<file path="src/rtl/sync_fifo_rd_stream.sv">
// Read-side stream adapter for sync_fifo: issues rd_en, captures dout into a
// 2-entry prefetch buffer, presents valid/ready. Define RD_STREAM_LAST_EN for out_last.
module sync_fifo_rd_stream #(
  parameter int WIDTH     = 32,
  parameter int BURST_LEN = 4
) (
  input  logic             clk,
  input  logic             rst,
  output logic             fifo_rd_en,
  input  logic [WIDTH-1:0] fifo_dout,
  input  logic             fifo_empty,
  output logic             out_valid,
  input  logic             out_ready,
  output logic [WIDTH-1:0] out_data,
  output logic             out_last,
  output logic [1:0]       occupancy,
  output logic             err_overflow
);

  logic [WIDTH-1:0] head_q, head_d;
  logic [WIDTH-1:0] tail_q, tail_d;
  logic [1:0]       occ_q, occ_d;
  logic             infl_q, infl_d;
  logic             err_q, err_d;
  logic             pop, push;
  logic [2:0]       level;

  // Issue only if the word would still fit once everything already in flight
  // lands, counting this cycle's pop so streaming never stalls.
  always_comb begin
    pop        = (occ_q != 2'd0) && out_ready;
    push       = infl_q;
    level      = {1'b0, occ_q} + {2'b00, infl_q} - {2'b00, pop};
    fifo_rd_en = !fifo_empty && !rst && (level < 3'd2);
    infl_d     = fifo_rd_en;
    head_d     = head_q;
    tail_d     = tail_q;
    occ_d      = occ_q;
    err_d      = err_q;
    case ({push, pop})
      2'b11: begin
        if (occ_q == 2'd1) begin
          head_d = fifo_dout;
        end else begin
          head_d = tail_q;
          tail_d = fifo_dout;
        end
      end
      2'b10: begin
        if (occ_q == 2'd0) begin
          head_d = fifo_dout;
          occ_d  = 2'd1;
        end else if (occ_q == 2'd1) begin
          tail_d = fifo_dout;
          occ_d  = 2'd2;
        end else begin
          err_d = 1'b1;
        end
      end
      2'b01: begin
        if (occ_q == 2'd2) begin
          head_d = tail_q;
        end
        occ_d = occ_q - 2'd1;
      end
      default: begin
      end
    endcase
  end

  always_ff @(posedge clk) begin
    if (rst) begin
      head_q <= '0;
      tail_q <= '0;
      occ_q  <= 2'd0;
      infl_q <= 1'b0;
      err_q  <= 1'b0;
    end else begin
      head_q <= head_d;
      tail_q <= tail_d;
      occ_q  <= occ_d;
      infl_q <= infl_d;
      err_q  <= err_d;
    end
  end

  assign out_valid    = (occ_q != 2'd0);
  assign out_data     = head_q;
  assign occupancy    = occ_q;
  assign err_overflow = err_q;

`ifdef RD_STREAM_LAST_EN
  localparam int CNT_W = (BURST_LEN > 1) ? $clog2(BURST_LEN) : 1;
  localparam logic [CNT_W-1:0] LAST_BEAT = CNT_W'(BURST_LEN - 1);

  logic [CNT_W-1:0] cnt_q, cnt_d;

  always_comb begin
    cnt_d = cnt_q;
    if (pop) begin
      cnt_d = (cnt_q == LAST_BEAT) ? '0 : cnt_q + CNT_W'(1);
    end
  end

  always_ff @(posedge clk) begin
    if (rst) begin
      cnt_q <= '0;
    end else begin
      cnt_q <= cnt_d;
    end
  end

  assign out_last = out_valid && (cnt_q == LAST_BEAT);
`else
  assign out_last = 1'b0;
`endif

  // The issue rule keeps the buffer from ever overflowing.
  ovf_never: assert property (@(posedge clk) disable iff (rst)
    !(push && !pop && (occ_q == 2'd2)));
  burst_len_ok: assert property (@(posedge clk) BURST_LEN >= 1);

endmodule

</file>
<file path="config.mk">
export PLATFORM = sky130hd
export DESIGN_NAME = sync_fifo_rd_stream
export DESIGN_NICKNAME = d
export VERILOG_FILES = /design/src/rtl/sync_fifo_rd_stream.sv
export SDC_FILE = /design/constraint.sdc
export NUM_CORES = 1
export LEC_CHECK = 0
export ABC_CLOCK_PERIOD_IN_PS = 7400
export CAP_MARGIN = 20
export CORE_MARGIN = 3
export CORE_UTILIZATION = 57
export DETAILED_ROUTE_END_ITERATION = 10
export PLACE_DENSITY_LB_ADDON = 0.12
export SLEW_MARGIN = 20
export SYNTH_ARGS = -nofsm -noshare
export SYNTH_HDL_FRONTEND = slang
export SYNTH_SLANG_ARGS = --single-unit
</file>
<file path="constraint.sdc">
create_clock -name clk -period 7.4 [get_ports clk]
set_clock_uncertainty 0.2 [all_clocks]
set_input_delay 2.22 -clock clk [delete_from_list [all_inputs] [get_ports clk]]
set_output_delay 2.22 -clock clk [all_outputs]
set_load 0.03 [all_outputs]
</file>
==> qor.txt <==
Final ANT Viol Nets -> 0
setup TNS -> 0 ns
Pint -> 0.000993 W
die height -> 88.6 µm
post-synth top area cell -> dfxtp_1
TritonCTS clock tree -> yes
final cycle utilization of the critical path -> 0.911
Synth cell types -> 30
Seq pwr share -> 0.273
net count after synthesis -> 508
H-tree Lvls -> 3
fmax -> 148 MHz
RSZ-0062 raised after global routing -> no
worst rel slew slack -> 0.449
DRC violations left -> 0
Max Cap Viol -> 0
filler instances -> 524
flops & latches, synth -> 68
drt pass-1 iters -> 4
vias in the first global route -> 3,420
fin crit period -> 6.74 ns
area share of the leading cell type in the synthesized netlist -> 0.350
Die Area -> 7850 µm²
Iter 0 DRT Violations -> 158
initial antenna violation count -> 0
Initial Util -> 0.599
clock sink count -> 68
critical-path cell list -> clkdlybuf4s50_1 -> nand2_1 -> ha_2 -> nand2_1 -> fa_1 -> xor2_1 -> nor4b_1 -> buf_4
Pleak -> 1.53 nW
grt total ovfl -> 0
Area Overhead vs Synth -> 22.3%
DR vias -> 3,460
Vias/cell -> 5.82
Total GRT Usage -> 0.244
postcts setup bufs -> 0
combinational power share -> 0.526
PortBufs -> 72
Resized cells post-CTS -> 0
Post-synth EDFFs -> 0
Setup WS pre-CTS -> 0.658 ns
R2R depth -> 10
largest net degree at the start of global routing -> 101
maximum fanout along the worst path -> 4
critical path's slowest cell -> clkdlybuf4s50_1
CORE AREA -> 6490 µm²
Net Switching -> 0.000772 W
status -> completed
Final Net Count -> 554
CTS buffer count -> 9
worst vdd ir -> 0.000204 V
Root Driver -> clkbuf_8
io pins -> 74
hpwl dp -> 5.56 mm
switching share of total power -> 0.437
share of cells above drive strength 1 -> 0.0716
chip width -> 88.6 µm
sequential cell area fraction in the yosys report -> 0.350
critical path launch point type -> primary input
final WL -> 9.17 mm
worst setup margin -> 0.656 ns
cts hold-fix bufs -> 0
crit path DAT -> 4.32 ns
first-pass GRT wire length -> 15.2 mm
crit-path most repeated cell -> nand2_1
row count -> 29
worst min path class -> reg2reg
synth warn -> 0
ANT cells -> 0
Bufs on Longest Clock Path -> 2
final setup fails -> 0
synthesized cell area -> 3890 µm²
clk_lat worst skew -> 0.35 ns
final hold violation count -> 0
clock-pin slew on the worst setup and hold paths -> 0.07 ns
Synth top cells by count -> nand2_1 (100), dfxtp_1 (68), nand2b_1 (64)
top cells by area, synth -> dfxtp_1 (35%), nand2b_1 (10%), nand2_1 (9.7%)
cell count after synthesis -> 466
top-count cell post-synth -> nand2_1
Largest stage delay, worst path -> 0.53 ns
Slew @ Worst Pin -> 0.827 ns
ys async rst share -> 0
clock share of power -> 0.201
Slew Viols, Final -> 0
CP Capture Type -> output pin
Setup Crit Path Kind -> in2out
Worst Hold Path Cells -> 2
PD cells -> 371 nW/µm²
Synth Flop Type -> dfxtp_1
per-cell routed wire length -> 15.4 µm
syn avg cell area -> 8.34 µm²
Critical Path RT -> 4.98 ns
RePlAce Congestion -> 0.756
## cell families (layout without fill, tap and decap cells)
logic type / after synthesis / in the layout / synth area share
buf+inv: 48 / 99 / 0.0669
other cells: 1 / 1 / 0.000964
mux: 33 / 33 / 0.0853
compound gates: 103 / 103 / 0.205
fa+ha+maj: 6 / 6 / 0.0212
simple gates: 206 / 206 / 0.269
xor+xnor: 1 / 1 / 0.00225
flops: 68 / 68 / 0.350
## worst paths after layout
check               startpoint          end  slack, ns
hold reg to reg    out_data[7]  out_data[7]       0.25
setup reg to reg  occupancy[1]    tail_q[9]       4.02
hold / removal     out_data[7]  out_data[7]       0.25
setup / recovery     out_ready   fifo_rd_en       0.66
## through the flow
| stage | std cells | util | hold slack, ns | power (W) | area [µm²] |
|---|---|---|---|---|---|
| after floorplan | 466 | - | 0.257 | 0.00118 | 3890 |
| after CTS | 594 | 0.731 | 0.256 | 0.00176 | 4750 |
| final | 594 | 0.732 | 0.254 | 0.00176 | 4760 |
| after detailed placement | 578 | 0.695 | 0.246 | 0.00141 | 4510 |
| after global placement | 578 | 0.695 | 0.242 | 0.00138 | 4510 |
| after global routing | 594 | 0.732 | 0.277 | 0.00188 | 4760 |
## layer usage
| metal | wire length [µm] | vias to the layer above | global-route usage |
|---|---|---|---|
| met4 | 85 | 0 | 0.0646 |
| met1 | 3940 | 1677 | 0.268 |
| met3 | 386 | 7 | 0.0708 |
| li1 | - | 1704 | - |
| met5 | 0 | - | 0 |
| met2 | 4760 | 72 | 0.455 |
## cell type report
type	count	area (µm²)	share of cell area
tap	77	96.3	0.0203
inverter	4	15.0	0.00316
multi-input combinational	350	2280	0.480
clock inverter	5	83.8	0.0176
sequential	68	1360	0.286
clock buffer	11	151	0.0318
timing repair buffer	79	766	0.161
## cells in the final DEF (no fill, tap or decap), types with 3 or more instances in the layout
| cell type | netlist | routed |
|---|---|---|
| clkbuf_8 | 0 | 11 |
| nand2_1 | 100 | 100 |
| ha_1 | 5 | 3 |
| mux2i_1 | 32 | 32 |
| a311o_1 | 32 | 32 |
| nor2b_1 | 33 | 33 |
| a211oi_1 | 32 | 32 |
| buf_4 | 3 | 8 |
| a21oi_1 | 31 | 31 |
| inv_1 | 3 | 3 |
| nand2b_1 | 64 | 64 |
| clkdlybuf4s50_1 | 0 | 70 |
| dfxtp_1 | 68 | 68 |
| a21oi_2 | 4 | 4 |
| nor2_1 | 4 | 4 |
## power by group through the flow
stage | Sequential, W | Combinational (W) | Clock (W)
after global placement | 0.000487 | 0.000896 | 0
after global routing | 0.000491 | 0.00101 | 0.000378
after detailed placement | 0.000490 | 0.000920 | 0
final | 0.000482 | 0.000929 | 0.000354
after CTS | 0.000483 | 0.000922 | 0.000360
after floorplan | 0.000597 | 0.000583 | 0
## worst max-delay path, delay by kind of cell
kind / cells / cell delay [ns]
buffers and inverters: 2 / 0.75
adder cells (fa/ha/maj): 2 / 0.73
AND/OR/NAND/NOR: 3 / 0.45
XOR/XNOR: 1 / 0.17
## registers in the layout, indices dropped and copies added, names as in the netlist
register	count
occupancy	2
tail_q	32
err_overflow	1
out_data	32
infl_q	1
Power figures use the tool's default switching activity.
==> variant, RTL diff (same flow settings) <==
Put one more register stage on the output `err_overflow`, with the module's reset. The value now appears one clock later. The other outputs are not delayed to match.
--- a/src/rtl/sync_fifo_rd_stream.sv
+++ b/src/rtl/sync_fifo_rd_stream.sv
@@ -87,7 +87,13 @@
   assign out_valid    = (occ_q != 2'd0);
   assign out_data     = head_q;
   assign occupancy    = occ_q;
-  assign err_overflow = err_q;
+  always_ff @(posedge clk) begin
+    if (rst) begin
+      err_overflow <= '0;
+    end else begin
+      err_overflow <= err_q;
+    end
+  end
 
 `ifdef RD_STREAM_LAST_EN
   localparam int CNT_W = (BURST_LEN > 1) ? $clog2(BURST_LEN) : 1;
Function: no difference found for any inputs over 10 cycles, from zero or initial values and one cycle with rst high; that may be too few to reach the edited logic, so the function may still have changed.
==> variant against the original RTL <==
Routed wire length down 2.5%; worst hold slack improved by 1.3 ps; cell count up 3.2%; sequential power grew 2%; power shrank 4.1%; final area rose by 2.2%; sequential cell count increased by 1; area after synthesis rose by 4.2%; worst setup slack improved by 51 ps.
==> variant: results (changes against the original RTL) <==
Finish
  • ANT cells: 0 (unchanged)
  • Nets: 554 (unchanged)
  • Layout fillers: 548 (was 524)
  • Layout cells sized above 1: 7.157% (unchanged)

Synth
  • Yosys cell types: 31 (was 30)
  • Most area-consuming cells after synthesis: dfxtp_1 (34%), or2b_1 (10%), nand2_1 (9.1%) (was dfxtp_1 (35%), nand2b_1 (10%), nand2_1 (9.7%))
  • Post-synth net total: 509 (was 508)
  • Asr flop ratio synth: 0% (unchanged)
  • Register area share after synthesis: 34.11% (was 35.01%)
  • Ys Warns: 0 (unchanged)
  • Commonest cells in the synthesized netlist: nand2_1 (98), dfxtp_1 (69), or2b_1 (55) (was nand2_1 (100), dfxtp_1 (68), nand2b_1 (64))
  • Syn Inst Count: 467 (was 466)
  • Top_reg_cell synth: dfxtp_1 (unchanged)

Pwr
  • Worst vdd ir: 0.2867 mV (was 0.2045 mV)
  • Pleak: 1.598 nW (was 1.533 nW)

Placed design
  • Port Buffers: 72 (unchanged)
  • Placed insts: 597 (was 578)
  • GP Congestion: 0.7265 (was 0.7558)
  • DPL Wire Length: 5.242 mm (was 5.556 mm)

Global route
  • Global Route Usage Sum: 22.52% (was 24.37%)
  • Pin count of the biggest net entering global routing: 102 (was 101)
  • Vias in the first global route: 3297 (was 3420)
  • Global-route wire length before repair: 15.37 mm (was 15.17 mm)
  • Initial antenna violation count: 0 (unchanged)

Run status
  • Status: complete, no violations (unchanged)

Routing
  • Drt initial violations: 176 (was 158)
  • Vias: 3466 (was 3460)
  • Routed WL per cell: 14.59 µm (was 15.44 µm)
  • DR vias/cell: 5.654 (was 5.825)
  • First-pass DRT Iterations: 4 (unchanged)

Critical path
  • CP arrival: 4270 ps (was 4320 ps)
  • Internal reg-to-reg setup slack: 3700 ps (was 4020 ps)
  • Crit Path Max Fanout: 4 (unchanged)

Timing
  • Max-Slew Margin vs Limit: 35.25% (was 44.90%)

Clocking
  • CTS Buffer Depth: 2 (unchanged)
  • Clock-pin slew on the worst setup and hold paths: about 80 ps
  • CTS root buf: clkbuf_8 (unchanged)
  • CTS Buf Count: 9 (unchanged)
  • H-tree levels: 3 (unchanged)
  • Later-pin clock latency in the skew report: about 340 ps
  • # resized after CTS: 0 (unchanged)
  • Setup repair bufs after CTS: 0 (unchanged)

Hold path
  • Hold WC Path Type: flip-flop to flip-flop (unchanged)
==> variant: cell count changes in the layout (fill, tap and decap cells not counted), sizes merged, moves of 2 or more <==
cell      unedited run  this run
or2b                 0        60
and2b                0         2
clkinvlp             2         0
nand2b              64         4
==> variant: metrics by stage <==
step                hold slack, ps  setup slack, ps  cell area, µm²
floorplan                    232.3            275.0            4050
global placement             242.3            756.5            4629
detailed placement           246.5            724.8            4629
CTS                          256.2            704.0            4855
global route                 268.3            580.1            4862
finish                       255.1            707.2            4862
==> variant: area by class of cell <==
type	instances	area [µm²]	area share [%]
Multi-Input combinational cell	350	2362	48.58
Sequential cell	69	1381	28.41
Timing Repair Buffer	78	758.2	15.59
Clock buffer	12	155.1	3.191
Tap cell	96	120.1	2.470
Clock inverter	4	70.07	1.441
Inverter	4	15.01	0.3088
==> variant: logic make-up after synthesis <==
family	Yosys count	synth area share, %
compound gates	101	18.84
xor+xnor	1	0.2163
fa+ha+maj	6	2.039
buf+inv	48	7.909
flops	69	34.11
mux	33	8.156
other cells	1	0.09259
simple gates	208	28.64
==> variant: final timing paths <==
check | from | end | cells after the start
max | out_ready | fifo_rd_en | 8
min | out_data[11] | out_data[11] | 2
max reg2reg | occupancy[1] | tail_q[7] | 10
min reg2reg | out_data[11] | out_data[11] | 2
==> variant: critical path: stages <==
cell	delay, ps
clkdlybuf4s50_1	530
nand2_1	110
ha_2	340
nand2_1	60
fa_1	380
xor2_1	160
nor4b_1	260
buf_4	210
==> variant: where the power goes <==
group          switching, mW  internal (mW)
clock network          0.140          0.207
registers             0.0461          0.448
logic                  0.531          0.321
total                  0.717          0.976
==> variant: layer usage <==
metal	global-route usage (%)	vias up	wire length, µm
li1	-	1699	-
met1	28.72	1688	4266
met2	37.65	68	4237
met3	5.167	11	323
met4	7.398	0	113
met5	0	-	0
